$ cat config.mk
export PLATFORM = sky130hd
export DESIGN_NAME = zn_autotuner
export DESIGN_NICKNAME = d
export VERILOG_FILES = /design/src/rtl/zn_autotuner_pkg.sv /design/src/rtl/zn_autotuner_seq_divider.sv /design/src/rtl/zn_autotuner.sv
export SDC_FILE = /design/constraint.sdc
export NUM_CORES = 1
export LEC_CHECK = 0
export CELL_PAD_IN_SITES_DETAIL_PLACEMENT = 0
export CELL_PAD_IN_SITES_GLOBAL_PLACEMENT = 1
export CORE_ASPECT_RATIO = 0.75
export CORE_MARGIN = 2
export CORE_UTILIZATION = 53
export DETAILED_ROUTE_END_ITERATION = 12
export PLACE_DENSITY_LB_ADDON = 0.1
export SLEW_MARGIN = 25
export SYNTH_ARGS = -nofsm -noshare
export SYNTH_HDL_FRONTEND = slang
export SYNTH_SLANG_ARGS = --single-unit
$ cat constraint.sdc
create_clock -name clk_i -period 21.9 [get_ports clk_i]
set_input_delay 2.19 -clock clk_i [delete_from_list [all_inputs] [get_ports clk_i]]
set_output_delay 2.19 -clock clk_i [all_outputs]
set_load 0.1 [all_outputs]
$ cat src/rtl/zn_autotuner_pkg.sv
// Shared types and Ziegler-Nichols rule constants for the autotuner.
package zn_autotuner_pkg;

  typedef enum logic [2:0] {
    ST_IDLE,
    ST_SEARCH,
    ST_CALC_KP,
    ST_CALC_KI,
    ST_CALC_KD,
    ST_DONE,
    ST_FAIL
  } state_e;

  localparam logic [2:0] SEL_P   = 3'b100;
  localparam logic [2:0] SEL_PI  = 3'b110;
  localparam logic [2:0] SEL_PID = 3'b111;

  localparam int PI_KP_NUM  = 45;
  localparam int PI_KP_DEN  = 100;
  localparam int PI_KI_NUM  = 54;
  localparam int PI_KI_DEN  = 100;
  localparam int PID_KP_NUM = 6;
  localparam int PID_KP_DEN = 10;
  localparam int PID_KI_NUM = 12;
  localparam int PID_KI_DEN = 10;
  localparam int PID_KD_NUM = 3;
  localparam int PID_KD_DEN = 40;

endpackage

$ cat src/rtl/zn_autotuner_seq_divider.sv
// Restoring radix-2 unsigned divider, WIDTH+2 cycles from start_i to the one-cycle done_o.
module seq_divider #(
  parameter int WIDTH = 32
) (
  input  logic             clk_i,
  input  logic             reset_i,
  input  logic             start_i,
  input  logic [WIDTH-1:0] dividend_i,
  input  logic [WIDTH-1:0] divisor_i,
  output logic             done_o,
  output logic [WIDTH-1:0] quotient_o
);

  localparam int CW = $clog2(WIDTH + 2);

  logic [WIDTH-1:0] rem_q, quo_q, dvs_q;
  logic [CW-1:0]    cnt_q;
  logic             done_q;
  logic [WIDTH:0]   trial, diff;

  // A zero divisor never borrows, so every quotient bit becomes 1.
  assign trial = {rem_q, quo_q[WIDTH-1]};
  assign diff  = trial - {1'b0, dvs_q};

  always_ff @(posedge clk_i or posedge reset_i) begin
    if (reset_i) begin
      rem_q  <= '0;
      quo_q  <= '0;
      dvs_q  <= '0;
      cnt_q  <= '0;
      done_q <= 1'b0;
    end else begin
      done_q <= 1'b0;
      if (start_i) begin
        rem_q <= '0;
        quo_q <= dividend_i;
        dvs_q <= divisor_i;
        cnt_q <= CW'(WIDTH + 1);
      end else if (cnt_q > CW'(1)) begin
        if (!diff[WIDTH]) begin
          rem_q <= diff[WIDTH-1:0];
          quo_q <= {quo_q[WIDTH-2:0], 1'b1};
        end else begin
          rem_q <= trial[WIDTH-1:0];
          quo_q <= {quo_q[WIDTH-2:0], 1'b0};
        end
        cnt_q <= cnt_q - 1'b1;
      end else if (cnt_q == CW'(1)) begin
        done_q <= 1'b1;
        cnt_q  <= '0;
      end
    end
  end

  assign done_o     = done_q;
  assign quotient_o = quo_q;

endmodule

$ cat src/rtl/zn_autotuner.sv
// Ziegler-Nichols autotuner: gain ramp search for Ku/Tu, then P/PI/PID gain calculation.
// Optional search watchdog enabled by defining AUTOTUNE_TIMEOUT_EN.
module zn_autotuner
  import zn_autotuner_pkg::*;
#(
  parameter int DATA_WIDTH      = 16,
  parameter int GAIN_WIDTH      = 8,
  parameter int KP_LIMIT        = 255,
  parameter int PEAK_TOL        = 0,
  parameter int KI_FRAC         = 8,
  parameter int TIMEOUT_SAMPLES = 4096
) (
  input  logic                  clk_i,
  input  logic                  reset_i,
  input  logic                  start_i,
  input  logic [2:0]            pid_select_i,
  input  logic                  sample_valid_i,
  input  logic [DATA_WIDTH-1:0] period_speed_i,
  output logic [GAIN_WIDTH-1:0] kp_trial_o,
  output logic                  busy_o,
  output logic                  tuning_done_o,
  output logic                  tuning_fail_o,
  output logic [GAIN_WIDTH-1:0] kp_o,
  output logic [GAIN_WIDTH-1:0] ki_o,
  output logic [GAIN_WIDTH-1:0] kd_o
);

  localparam int W = 2 * DATA_WIDTH;
  localparam logic [GAIN_WIDTH:0]   KP_LIM = (GAIN_WIDTH+1)'(KP_LIMIT);
  localparam logic [DATA_WIDTH-1:0] TOL    = DATA_WIDTH'(PEAK_TOL);

  state_e                state_q;
  logic [GAIN_WIDTH-1:0] kp_trial_q, ku_q, kp_q, ki_q, kd_q;
  logic [DATA_WIDTH-1:0] prev_q, pk_lvl_q, cnt_q, tu_q;
  logic                  prev_vld_q, rising_q, pk_vld_q, job_q, div_start_q;
  logic [2:0]            sel_q;
  logic [W-1:0]          num_q, den_q, num_d, den_d, ku_w, tu_w, quot;
  logic                  div_done, busy, peak, is_pid, is_pi;
  logic [DATA_WIDTH-1:0] tu_now, absdiff;
  logic [GAIN_WIDTH:0]   kp_inc;
`ifdef AUTOTUNE_TIMEOUT_EN
  localparam int WD_W = $clog2(TIMEOUT_SAMPLES + 1);
  logic [WD_W-1:0] wd_q;
`endif

  function automatic logic [GAIN_WIDTH-1:0] sat(input logic [W-1:0] v);
    return (|(v >> GAIN_WIDTH)) ? '1 : v[GAIN_WIDTH-1:0];
  endfunction

  assign busy    = !(state_q inside {ST_IDLE, ST_DONE, ST_FAIL});
  assign is_pid  = (sel_q == SEL_PID);
  assign is_pi   = (sel_q == SEL_PI);
  assign peak    = rising_q && (period_speed_i < prev_q);
  assign tu_now  = (&cnt_q) ? cnt_q : cnt_q + 1'b1;
  assign absdiff = (prev_q >= pk_lvl_q) ? prev_q - pk_lvl_q : pk_lvl_q - prev_q;
  assign kp_inc  = {1'b0, kp_trial_q} + 1'b1;
  assign ku_w    = W'(ku_q);
  assign tu_w    = W'(tu_q);

  // Divider operands for the job owned by the current CALC state.
  always_comb begin
    num_d = '0;
    den_d = '0;
    case (state_q)
      ST_CALC_KP: begin
        num_d = ku_w * W'(is_pid ? PID_KP_NUM : PI_KP_NUM);
        den_d = W'(is_pid ? PID_KP_DEN : PI_KP_DEN);
      end
      ST_CALC_KI: begin
        num_d = (ku_w * W'(is_pid ? PID_KI_NUM : PI_KI_NUM)) << KI_FRAC;
        den_d = tu_w * W'(is_pid ? PID_KI_DEN : PI_KI_DEN);
      end
      ST_CALC_KD: begin
        num_d = ku_w * tu_w * W'(PID_KD_NUM);
        den_d = W'(PID_KD_DEN);
      end
      default: ;
    endcase
  end

  always_ff @(posedge clk_i or posedge reset_i) begin
    if (reset_i) begin
      state_q     <= ST_IDLE;
      kp_trial_q  <= '0;
      ku_q        <= '0;
      kp_q        <= '0;
      ki_q        <= '0;
      kd_q        <= '0;
      prev_q      <= '0;
      pk_lvl_q    <= '0;
      cnt_q       <= '0;
      tu_q        <= '0;
      prev_vld_q  <= 1'b0;
      rising_q    <= 1'b0;
      pk_vld_q    <= 1'b0;
      job_q       <= 1'b0;
      div_start_q <= 1'b0;
      sel_q       <= '0;
      num_q       <= '0;
      den_q       <= '0;
`ifdef AUTOTUNE_TIMEOUT_EN
      wd_q        <= '0;
`endif
    end else begin
      div_start_q <= 1'b0;
      if (start_i && !busy) begin
        state_q    <= ST_SEARCH;
        kp_trial_q <= GAIN_WIDTH'(1);
        kp_q       <= '0;
        ki_q       <= '0;
        kd_q       <= '0;
        prev_vld_q <= 1'b0;
        rising_q   <= 1'b0;
        pk_vld_q   <= 1'b0;
        cnt_q      <= '0;
        job_q      <= 1'b0;
`ifdef AUTOTUNE_TIMEOUT_EN
        wd_q       <= '0;
`endif
      end else begin
        case (state_q)
          ST_SEARCH: if (sample_valid_i) begin
            prev_q     <= period_speed_i;
            prev_vld_q <= 1'b1;
            rising_q   <= peak ? 1'b0 : (rising_q | (prev_vld_q && period_speed_i > prev_q));
            cnt_q      <= peak ? '0 : tu_now;
`ifdef AUTOTUNE_TIMEOUT_EN
            wd_q <= wd_q + 1'b1;
            if (wd_q == WD_W'(TIMEOUT_SAMPLES - 1)) state_q <= ST_FAIL;
`endif
            if (peak) begin
              pk_vld_q <= 1'b1;
              pk_lvl_q <= prev_q;
              if (pk_vld_q) begin
                if (absdiff <= TOL) begin
                  ku_q    <= kp_trial_q;
                  tu_q    <= tu_now;
                  sel_q   <= pid_select_i;
                  state_q <= ST_CALC_KP;
                end else if (prev_q < pk_lvl_q) begin
                  if (kp_inc > KP_LIM) state_q <= ST_FAIL;
                  else                 kp_trial_q <= kp_inc[GAIN_WIDTH-1:0];
                end else if (kp_trial_q > GAIN_WIDTH'(1)) begin
                  kp_trial_q <= kp_trial_q - 1'b1;
                end
              end
            end
          end
          ST_CALC_KP, ST_CALC_KI, ST_CALC_KD: begin
            if (!job_q) begin
              if (state_q == ST_CALC_KP && sel_q == SEL_P) begin
                kp_q    <= ku_q >> 1;
                state_q <= ST_DONE;
              end else if (state_q == ST_CALC_KP && !is_pi && !is_pid) begin
                state_q <= ST_DONE;
              end else begin
                job_q       <= 1'b1;
                div_start_q <= 1'b1;
                num_q       <= num_d;
                den_q       <= den_d;
              end
            end else if (div_done) begin
              job_q <= 1'b0;
              if (state_q == ST_CALC_KP) begin
                kp_q    <= sat(quot);
                state_q <= ST_CALC_KI;
              end else if (state_q == ST_CALC_KI) begin
                ki_q    <= sat(quot);
                state_q <= is_pid ? ST_CALC_KD : ST_DONE;
              end else begin
                kd_q    <= sat(quot);
                state_q <= ST_DONE;
              end
            end
          end
          ST_FAIL: begin
            kp_q <= '0;
            ki_q <= '0;
            kd_q <= '0;
          end
          default: ;
        endcase
      end
    end
  end

  seq_divider #(.WIDTH(W)) u_div (
    .clk_i      (clk_i),
    .reset_i    (reset_i),
    .start_i    (div_start_q),
    .dividend_i (num_q),
    .divisor_i  (den_q),
    .done_o     (div_done),
    .quotient_o (quot)
  );

  assign kp_trial_o    = kp_trial_q;
  assign busy_o        = busy;
  assign tuning_done_o = (state_q == ST_DONE);
  assign tuning_fail_o = (state_q == ST_FAIL);
  assign kp_o          = kp_q;
  assign ki_o          = ki_q;
  assign kd_o          = kd_q;

endmodule

# After elaboration in Yosys (flattened, before gate mapping)
# Cells that the tools add are included.
# totals
inputBits	23
wordCells	195
ff_bits	282
output_inout_bits	35
# classes
n_reduce_logical	35
n_mul	5
add_sub_neg	7
n_bitwise	5
mux	86
eq_ne	26
order_cmp	8
# op_table
operator	count
two-way mux 8 bit	25
two-way mux 32 bit	5
two-way mux 16 bit	6
case mux 26 bit (3 select lines)	1
case mux 23 bit (3 select lines)	1
case mux 8 bit (2 select lines)	3
two-way mux 3 bit	12
subtractor 33 x 32 -> 33 bit	1
< comparator 16 bit	2
subtractor 16 bit	2
two-way mux 6 bit	5
multiplier 8 x 6 -> 14 bit	2
multiplier 24 x 2 -> 26 bit (second input constant)	1
two-way mux 1 bit	26
multiplier 8 x 16 -> 24 bit	1
inequality test 3 bit (second input constant)	8
OR reduction 24 bit	1
multiplier 16 x 7 -> 23 bit	1
== test 3 bit (second input constant)	6
adder 16 x 1 -> 16 bit (second input constant)	1
>= comparator 16 bit	1
greater-than comparator 16 bit	1
<= comparator 16 x 1 -> 1 bit (second input constant)	1
inequality test 4 bit (second input constant)	4
other kinds (31)	55

# Depth between registers and ports, before layout
# Gate-level depths: netlist (run 1).
# depth
word_depth	10
mapped_depth	29
mapped_depth_nobuf	28

# Modules after synthesis
# From an unflattened synthesis (run 1), not the netlist that was laid out.
# unflattened
cells_unflattened	2936
hier_area_um2	25604.6
# by_module_without_submodules
mod	seq_area_each_um2	instances	area_per_inst_um2	cells_per_inst
zn_autotuner	4078.9	1	19317.3	2229
seq_divider	2577.5	1	6287.3	707

# Worst setup path after synthesis (run 1)
# Ideal clock, no wire load.
# synth_path
path_kind	register to register
startpoint	reg ku_q[7]
endpoint	reg num_q[23]
path_slack_ps	15411
t_required_ps	21779
setup_ps	121
n_path_buf	1
stages_incl_launch_ff	27
synth_period_minus_slack_ps	6489
arrival_time_ps	6368
path_cell_list	dfrtp_1 > clkbuf_1 > and2_1 > fa_1 > fa_1 > fa_1 > inv_1 > fa_1 > inv_1 > ha_1 > and4_1 > and2_1 > nor4_1 > a21oi_1 > and2_1 > o21ai_0 > nand2b_1 > a21oi_1 > o21bai_1 > a21o_1 > a21oi_1 > xnor2_1 > ha_1 > or4_1 > o21a_1 > xnor2_1 > a22o_1
# synth_via
elab_chain_len	3
# synth_lines
element	line	source
start, declared	zn_autotuner.sv:33	logic [GAIN_WIDTH-1:0] kp_trial_q, ku_q, kp_q, ki_q, kd_q;
start signal, assigned	zn_autotuner.sv:136	ku_q <= kp_trial_q;
multiplier 8 x 16 -> 24 bit	zn_autotuner.sv:74	num_d = ku_w * tu_w * W'(PID_KD_NUM);
multiplier 24 x 2 -> 26 bit	zn_autotuner.sv:74	
case mux 26 bit (3 select lines)	zn_autotuner.sv:64	case (state_q)
end signal, assigned	zn_autotuner.sv:159	num_q <= num_d;
end, declared	zn_autotuner.sv:37	logic [W-1:0] num_q, den_q, num_d, den_d, ku_w, tu_w, quot;
# Every way passes these cells.
# A chain may end at the register's enable or synchronous reset.

# Worst setup path in the final report (run 1)
# layout_path
startpoint	reg ku_q[3]
endpoint	reg num_q[24]
# The elaborated chain is that of the path after synthesis.

==> results of run 1 <==
-- routing by layer --
layer / vias up / global-route usage / part of all wire
li1: 9384 / - / -
met1: 9309 / 0.388 / 0.48
met2: 392 / 0.408 / 0.44
met3: 68 / 0.0390 / 0.060
met4: 2 / 0.0426 / 0.014
met5: - / 0 / 0.00029
-- worst register-to-register path: stages (launching register included) --
cell                       delay (ns)
sky130_fd_sc_hd__dfrtp_1         0.90
sky130_fd_sc_hd__nand2_1         0.21
sky130_fd_sc_hd__fa_1            0.51
sky130_fd_sc_hd__fa_1            0.51
sky130_fd_sc_hd__inv_1           0.06
sky130_fd_sc_hd__fa_1            0.52
sky130_fd_sc_hd__inv_1           0.06
sky130_fd_sc_hd__fa_1            0.53
sky130_fd_sc_hd__inv_1           0.05
sky130_fd_sc_hd__ha_1            0.34
sky130_fd_sc_hd__o21ai_0         0.13
sky130_fd_sc_hd__o21ai_0         0.54
sky130_fd_sc_hd__a31oi_1         0.24
sky130_fd_sc_hd__xnor2_1         0.32
sky130_fd_sc_hd__ha_1            0.37
sky130_fd_sc_hd__o2111a_1        0.27
sky130_fd_sc_hd__o21ai_0         0.08
sky130_fd_sc_hd__a41oi_1         0.24
sky130_fd_sc_hd__a41o_1          0.35
sky130_fd_sc_hd__nand2_1         0.08
sky130_fd_sc_hd__o21ai_0         0.07
sky130_fd_sc_hd__a311oi_1        0.56
sky130_fd_sc_hd__a31oi_1         0.17
sky130_fd_sc_hd__a32o_1          0.27
-- flip-flops by register name, summed over array words and instances, names as in the netlist, 6 cells and up --
signal / flops
u_div.cnt_q: 6
kd_o: 8
cnt_q: 16
u_div.rem_q: 32
tu_q: 16
u_div.quotient_o: 32
prev_q: 16
ku_q: 8
den_q: 22
kp_o: 8
kp_trial_o: 8
ki_o: 8
u_div.dvs_q: 22
num_q: 26
pk_lvl_q: 16
-- synth_stat cells (10+ instances only) --
master and instances:
sky130_fd_sc_hd__o21bai_1 15, sky130_fd_sc_hd__nor4_1 21, sky130_fd_sc_hd__o221ai_1 10, sky130_fd_sc_hd__inv_1 340
sky130_fd_sc_hd__nand4_1 15, sky130_fd_sc_hd__or2_2 29, sky130_fd_sc_hd__xnor2_1 75, sky130_fd_sc_hd__a21o_1 42
sky130_fd_sc_hd__o21ai_0 203, sky130_fd_sc_hd__nand2_1 289, sky130_fd_sc_hd__a211oi_1 28, sky130_fd_sc_hd__nand2b_1 24
sky130_fd_sc_hd__mux2i_1 61, sky130_fd_sc_hd__a311oi_1 20, sky130_fd_sc_hd__o21a_1 23, sky130_fd_sc_hd__nand3_1 35
sky130_fd_sc_hd__ha_1 272, sky130_fd_sc_hd__mux2_4 19, sky130_fd_sc_hd__nor2_1 161, sky130_fd_sc_hd__o31ai_1 17
sky130_fd_sc_hd__clkbuf_1 108, sky130_fd_sc_hd__fa_1 148, sky130_fd_sc_hd__a21oi_1 136, sky130_fd_sc_hd__and2_1 144
sky130_fd_sc_hd__nor3_1 30, sky130_fd_sc_hd__dfrtp_1 256, sky130_fd_sc_hd__or3_1 13, sky130_fd_sc_hd__and3_1 12
sky130_fd_sc_hd__xor2_1 40, sky130_fd_sc_hd__a31oi_1 22
-- kinds of logic (layout without fill, tap and decap cells) --
family / Yosys count / count (layout)
XOR/XNOR: 115 / 115
buffers and inverters: 467 / 469
multiplexers: 86 / 86
other: 2 / 6
flip-flops: 256 / 256
AND/OR/NAND/NOR: 818 / 818
adder cells (fa/ha/maj): 420 / 420
AO/OA/AOI/OAI: 615 / 615
-- per-stage QoR --
step / area (um2) / instances / hold WS (ns) / setup WS, ns / power [W]
2_1_floorplan: 24500 / 2781 / 0.442 / 12.67 / 0.000494
3_3_place_gp: 25400 / 3324 / 0.454 / 14.74 / 0.000503
3_5_place_dp: 25500 / 3325 / 0.464 / 14.54 / 0.000503
4_1_cts: 26400 / 3377 / 0.475 / 14.53 / 0.000984
5_1_grt: 26400 / 3378 / 0.490 / 14.04 / 0.00101
6_report: 26400 / 3380 / 0.472 / 14.42 / 0.000972
-- cell type report --
| cell class | instances | share of cell area |
|---|---|---|
| multi-input cells | 2058 | 0.616 |
| flip-flops and latches | 256 | 0.243 |
| inverters | 341 | 0.0487 |
| clock buffers | 40 | 0.0317 |
| repair buffers | 76 | 0.0286 |
| well taps | 595 | 0.0282 |
| clock inverters | 12 | 0.00379 |
| diodes | 2 | 0.000189 |
-- worst max path at each step --
| stage | cells past startpoint | to |
|---|---|---|
| 6_report | 23 | num_q[24] |
| 3_5_place_dp | 23 | num_q[24] |
| 2_1_floorplan | 1 | cnt_q[0] |
| 3_3_place_gp | 23 | num_q[24] |
| 4_1_cts | 23 | num_q[24] |
| 5_1_grt | 24 | num_q[20] |
-- power breakdown --
part            total, W  switching, W  internal (W)
logic          0.0000215     0.0000145    0.00000697
registers       0.000473   0.000000286      0.000473
clock network   0.000478      0.000200      0.000278
total           0.000972      0.000215      0.000758
-- layout by cell type, fill, tap and decap left out, drive strengths merged, types with 20 or more instances in the layout --
| master | count |
|---|---|
| or2 | 29 |
| o21a | 23 |
| clkbuf | 40 |
| xnor2 | 75 |
| a21oi | 139 |
| a21o | 43 |
| nor2 | 161 |
| nand3 | 35 |
| inv | 341 |
| ha | 272 |
| nand2b | 24 |
| dfrtp | 256 |
| nand2 | 290 |
| xor2 | 40 |
| a311oi | 20 |
| clkdlybuf4s50 | 57 |
| mux2i | 61 |
| and2 | 145 |
| a211oi | 28 |
| o21ai | 209 |
| a31oi | 22 |
| nor3 | 30 |
| mux2 | 25 |
| fa | 148 |
| nor4 | 23 |
==> key figures, run 1 <==
Outcome
  – Result of the run: finished clean

STA
  – Worst Tran Pin Value: 1.04 ns
  – RSZ-0062 raised after global routing: no
  – Worst slew margin relative to its limit: 0.306
  – Hold Fails Final Rpt: 0
  – Highest attainable clock frequency: 134 MHz
  – Time the final worst path needs with I/O delays and setup: 7.48 ns
  – Total negative slack: 0 ns
  – Worst Skew: 0.0116 ns
  – Final worst path period share: 0.342
  – Number of pins with negative max-slew slack in the final report: 0
  – Setup-failing EPs final: 0

Hold path
  – Hold Path Origin: pk_vld_q
  – Hold endpoint: pk_vld_q
  – Hold Crit Depth: 1
  – Hold WC Path Type: reg2reg

Synthesis
  – Sequential area share after synthesis: 0.262
  – Largest cells by area after synthesis: sky130_fd_sc_hd__dfrtp_1 26%, sky130_fd_sc_hd__ha_1 14%, sky130_fd_sc_hd__fa_1 12%, sky130_fd_sc_hd__inv_1 5.2%, sky130_fd_sc_hd__nand2_1 4.4%
  – Main combinational cell family by area after synthesis: adder cells
  – Most instantiated flip-flop cell in the synthesis netlist: sky130_fd_sc_hd__dfrtp_1
  – Xor/xnor cell area share of the yosys netlist: 0.0412
  – Synth Warn #: 0
  – Mean post-synth cell area: 8.81 um2
  – Post-synthesis cell type count: 92
  – Area of the mapped netlist: 24500 um2
  – Simple-gate share of the synthesized area: 0.164
  – Synth Area in Adders: 0.260
  – Number of standard cells after synthesis: 2779
  – Post-synthesis mux area share: 0.0394
  – Count of flip-flops with a built-in enable after synthesis: 0
  – Share of Yosys cell area claimed by the top area cell type: 0.262
  – Async set or reset register ratio after synthesis: 1.00
  – Synth Register Bits: 256
  – Top cell type by total area after synthesis: sky130_fd_sc_hd__dfrtp_1
  – Synthesized-area fraction occupied by ao, oa, aoi and oai cells: 0.159

Global routing
  – Largest net degree at the start of global routing: 131
  – Antenna violations before repair: 2
  – Aggregate global routing overflow: 0
  – Vias in the first global route: 19200
  – Global-route wire length before repair: 101000 um
  – Total global-route track usage: 0.261

Power
  – Reported leakage power: 13.1 nW
  – Largest vdd supply drop: 0.0401 mV
  – P per Cell Area: 36.8 nW/um2

Route
  – First-iteration detailed-routing DRC count: 1303
  – First drt pass iteration count: 5
  – DRC violation count after routing: 0
  – WL/cell: 18.1 um
  – Aggregate routed wire length: 61200 um
  – Antenna violation net count after detailed routing: 0
  – Per-cell via count in the routed design: 5.67
  – Vias: 19200

Clocking
  – Count of hold buffers inserted by post-cts repair: 0
  – Clock Sinks: 256
  – Worst-path clk slew: 0.06 ns
  – H-tree depth: 1
  – TritonCTS clock tree: built
  – Post-CTS setup buffer count: 0
  – Buffer depth of the longest clock path: 3
  – Number of gates given a new drive strength after cts: 0
  – Cts bufs inserted: 28
  – Insertion delay to the later sink of the worst-skew pair: 0.56 ns
  – Clock tree root driver cell: sky130_fd_sc_hd__clkbuf_16

Finish
  – Layout Utilization: 0.577
  – Final Net Count: 3204
  – Share of post-route cells with drive strength above 1: 0.0539
  – Area used by sequential logic in the layout: 6410 um2
  – Filler cells: 4140
  – Multi-input logic area: 16300 um2
  – Area Overhead vs Synth: 7.99%

Floorplan
  – Site row count: 68
  – Core area: 45800 um2
  – Die area: 47900 um2
  – Die X-Extent: 252 um
  – Starting Density: 0.535
  – Vertical extent of the die: 190 um
  – Count of pins on the block boundary: 58

Critical path
  – Required time of the critical path: 22.35 ns
  – List of cells traversed by the critical path: nand2_1 -> fa_1 -> fa_1 -> inv_1 -> fa_1 -> inv_1 -> fa_1 -> inv_1 -> ha_1 -> o21ai_0 -> o21ai_0 -> a31oi_1 -> xnor2_1 -> ha_1 -> o2111a_1 -> o21ai_0 -> a41oi_1 -> a41o_1 -> nand2_1 -> o21ai_0 -> a311oi_1 -> a31oi_1 -> a32o_1
  – Cell count of the worst reg-to-reg path: 23
  – Worst reg2reg path endpoint: num_q[24]
  – Worst Path Class, Setup: reg2reg
  – Critical path startpoint: ku_q[3]
  – Cell type group with the largest total delay on the critical path: compound AO/OA/AOI/OAI gates
  – CP max stage cell: sky130_fd_sc_hd__dfrtp_1
  – Startpoint of the worst register-to-register path: ku_q[3]
  – Worst Setup End Kind: flop
  – Largest fanout on the critical path: 22
  – Data arrival time of the critical path: 7.93 ns
  – Worst path buffer plus inverter count: 3
  – CP Launch Type: flop
  – Reg2Reg Setup Slack: 14.42 ns
  – Slowest Stage Delay on Critical Path: 0.90 ns

Placement
  – Total half-perimeter wirelength after legalization and detailed placement: 47300 um
  – Placer Congestion: 0.893
  – Count of input and output buffers: 57

Run
  – Max-cap violations: 0
No activity file was read; power rests on OpenSTA's default activity.
==> run 2: changes to the inputs <==
--- a/config.mk
+++ b/config.mk
@@ -9,7 +9,7 @@
 export CELL_PAD_IN_SITES_GLOBAL_PLACEMENT = 1
 export CORE_ASPECT_RATIO = 0.75
 export CORE_MARGIN = 2
-export CORE_UTILIZATION = 53
+export CORE_UTILIZATION = 45
 export DETAILED_ROUTE_END_ITERATION = 12
 export PLACE_DENSITY_LB_ADDON = 0.1
 export SLEW_MARGIN = 25
==> constraint.sdc (replaced) <==
create_clock -name clk_i -period 6.4 [get_ports clk_i]
set_input_delay 0.64 -clock clk_i [delete_from_list [all_inputs] [get_ports clk_i]]
set_output_delay 0.64 -clock clk_i [all_outputs]
set_load 0.1 [all_outputs]
==> key figures, run 2 (synthesized netlist as in run 1, its figures left out) <==
Finish
  – Most frequent standard cell in the layout excluding fill and tap cells: sky130_fd_sc_hd__inv_1 (unchanged)
  – Share of post-route cells with drive strength above 1: 0.135 (was 0.0539)
  – Final standard cell area without fillers: 28300 um2 (was 26400 um2)
  – Final Net Count: 3351 (was 3204)
  – Area Overhead vs Synth: 15.4% (was 7.99%)
  – Commonest cells after routing, fill and taps aside: 333 x sky130_fd_sc_hd__inv_1, 285 x sky130_fd_sc_hd__nand2_1, 253 x sky130_fd_sc_hd__ha_1 (was 339 x sky130_fd_sc_hd__inv_1, 289 x sky130_fd_sc_hd__nand2_1, 272 x sky130_fd_sc_hd__ha_1)

Global routing
  – Global-route wire length before repair: 103000 um (was 101000 um)
  – Vias in the first global route: 19500 (was 19200)
  – Antenna violations before repair: 1 (was 2)
  – Total global-route track usage: 0.225 (was 0.261)
  – Largest net degree at the start of global routing: 135 (was 131)
  – Aggregate global routing overflow: 0 (unchanged)

Critical path
  – Slowest Stage Delay on Critical Path: 0.53 ns (was 0.90 ns)
  – Worst Path Class, Setup: reg2reg (unchanged)
  – Cell type group with the largest total delay on the critical path: adder cells (was compound AO/OA/AOI/OAI gates)
  – Largest fanout on the critical path: 5 (was 22)
  – CP Launch Type: flop (unchanged)
  – Worst path buffer plus inverter count: 10 (was 3)
  – Data arrival time of the critical path: 6.69 ns (was 7.93 ns)
  – Cell repeated most along the worst path: sky130_fd_sc_hd__buf_4
  – Cell count of the worst reg-to-reg path: 28 (was 23)
  – Crit path depth: 28 (was 23)
  – Required time of the critical path: 6.90 ns (was 22.35 ns)
  – CP max stage cell: sky130_fd_sc_hd__fa_1 (was sky130_fd_sc_hd__dfrtp_1)
  – Worst Setup End Kind: flop (unchanged)

Placement
  – Placer Congestion: 0.884 (was 0.893)
  – Instance area after placement: 26500 um2 (was 25500 um2)
  – Total half-perimeter wirelength after legalization and detailed placement: 48700 um (was 47300 um)
  – Count of input and output buffers: 57 (unchanged)

Clocking
  – Clock tree root driver cell: sky130_fd_sc_hd__clkbuf_16 (unchanged)
  – Buffer depth of the longest clock path: 3 (unchanged)
  – Insertion delay to the later sink of the worst-skew pair: 0.56 ns (about the same)
  – TritonCTS clock tree: built (unchanged)
  – Worst-path clk slew: 0.07 ns (was 0.06 ns)
  – Count of hold buffers inserted by post-cts repair: 0 (unchanged)
  – Clock Sinks: 256 (unchanged)
  – H-tree depth: 1 (unchanged)
  – Cts bufs inserted: 27 (was 28)

Floorplan
  – Core area: 53300 um2 (was 45800 um2)
  – Count of pins on the block boundary: 58 (unchanged)
  – Vertical extent of the die: 206 um (was 190 um)
  – Die X-Extent: 273 um (was 252 um)
  – Site row count: 73 (was 68)
  – Die area: 56300 um2 (was 47900 um2)
  – Starting Density: 0.459 (was 0.535)

STA
  – Worst slew margin relative to its limit: 0.319 (was 0.306)
  – Final worst path period share: 0.967 (was 0.342)
  – Worst Tran Pin Value: 1.02 ns (was 1.04 ns)
  – Highest attainable clock frequency: 162 MHz (was 134 MHz)
  – Number of pins with negative max-slew slack in the final report: 0 (unchanged)
  – Time the final worst path needs with I/O delays and setup: 6.19 ns (was 7.48 ns)
  – Hold Fails Final Rpt: 0 (unchanged)
  – Worst Skew: 0.0137 ns (was 0.0116 ns)
  – RSZ-0062 raised after global routing: yes (was no)
  – Setup-failing EPs final: 0 (unchanged)

Power
  – Largest vdd supply drop: 0.167 mV (was 0.0401 mV)
  – P per Cell Area: 119 nW/um2 (was 36.8 nW/um2)
  – Reported leakage power: 13.8 nW (was 13.1 nW)
  – PnR Total Power: 0.00336 W (was 0.000972 W)

Route
  – First drt pass iteration count: 7 (was 5)
  – Per-cell via count in the routed design: 5.37 (was 5.67)
  – Vias: 19600 (was 19200)
  – First-iteration detailed-routing DRC count: 1028 (was 1303)
  – DRC violation count after routing: 0 (unchanged)
  – Aggregate routed wire length: 63000 um (was 61200 um)
  – Antenna violation net count after detailed routing: 0 (unchanged)
  – WL/cell: 17.3 um (was 18.1 um)

Hold path
  – Hold WC Path Type: reg2reg (unchanged)
  – Hold Crit Depth: 2 (was 1)

Outcome
  – Result of the run: finished clean (unchanged)

Run
  – Max-cap violations: 0 (unchanged)
==> run 2: cell types whose count changed in the layout (fill, tap and decap cells not counted), sizes merged <==
| cell | change |
|---|---|
| diode | +1 |
| bufinv | +3 |
| inv | -1 |
| clkinv | -1 |
| buf | +148 |
| clkbuf | -6 |
==> run 2: worst register-to-register path: cells and delay by family (launching register included) <==
family,cells,cell delay (ns)
AOI/OAI and AO/OA,7,1.05
adders and majority gates,6,2.52
buffers and inverters,10,1.21
DFF,1,0.43
and+or+nand+nor,5,0.93
==> run 2: worst paths after layout <==
check	startpoint	endpoint	slack [ns]
max	ku_q[7]	num_q[21]	0.21
min	num_q[11]	u_div.quotient_o[11]	0.48
max reg2reg	ku_q[7]	num_q[21]	0.21
min reg2reg	num_q[11]	u_div.quotient_o[11]	0.48
max in group asynchronous	reset_i	tu_q[6]	4.51
min in group asynchronous	reset_i	u_div.cnt_q[1]	0.57
==> run 2: layout make-up <==
type / instances / area (um2)
diodes: 3 / 7.51
clock buffers: 34 / 742
clock inverters: 13 / 178
fillers: 4996 / 25100
inverters: 341 / 1280
multi-input cells: 2058 / 16800
flip-flops and latches: 256 / 6420
well taps: 712 / 891
repair buffers: 224 / 1900
==> run 2: routing by layer <==
| layer | global-route usage | vias up | routed length [um] |
|---|---|---|---|
| li1 | - | 9647 | - |
| met1 | 0.325 | 9526 | 30700 |
| met2 | 0.360 | 318 | 28300 |
| met3 | 0.0342 | 65 | 2880 |
| met4 | 0.0433 | 0 | 1000 |
| met5 | 0 | - | 0 |
==> run 2: timing repair <==
| action | in CTS | in global routing |
|---|---|---|
| pin swaps | 25 | 83 |
| endpoints found under the setup margin | 7 | 12 |
| resized for setup | 36 | 99 |
| buffers inserted | 18 | 15 |
==> run 2: report_power, final <==
part           internal [W]  switching, W  total (W)
Clock              0.000979      0.000690    0.00167
Sequential          0.00162    0.00000102    0.00162
Combinational     0.0000231     0.0000488  0.0000719
==> run 2: through the flow <==
stage	worst slack [ns]	setup TNS [ns]	cells	hold WS, ns	util
after floorplan	0.0442	0	2781	0.442	-
after global placement	-0.0490	-0.187	3559	0.453	0.497
after detailed placement	-0.210	-0.827	3559	0.467	0.497
after CTS	-0.00962	-0.00962	3624	0.481	0.519
after global routing	-0.0479	-0.115	3638	0.502	0.530
final	0.211	0	3641	0.477	0.530
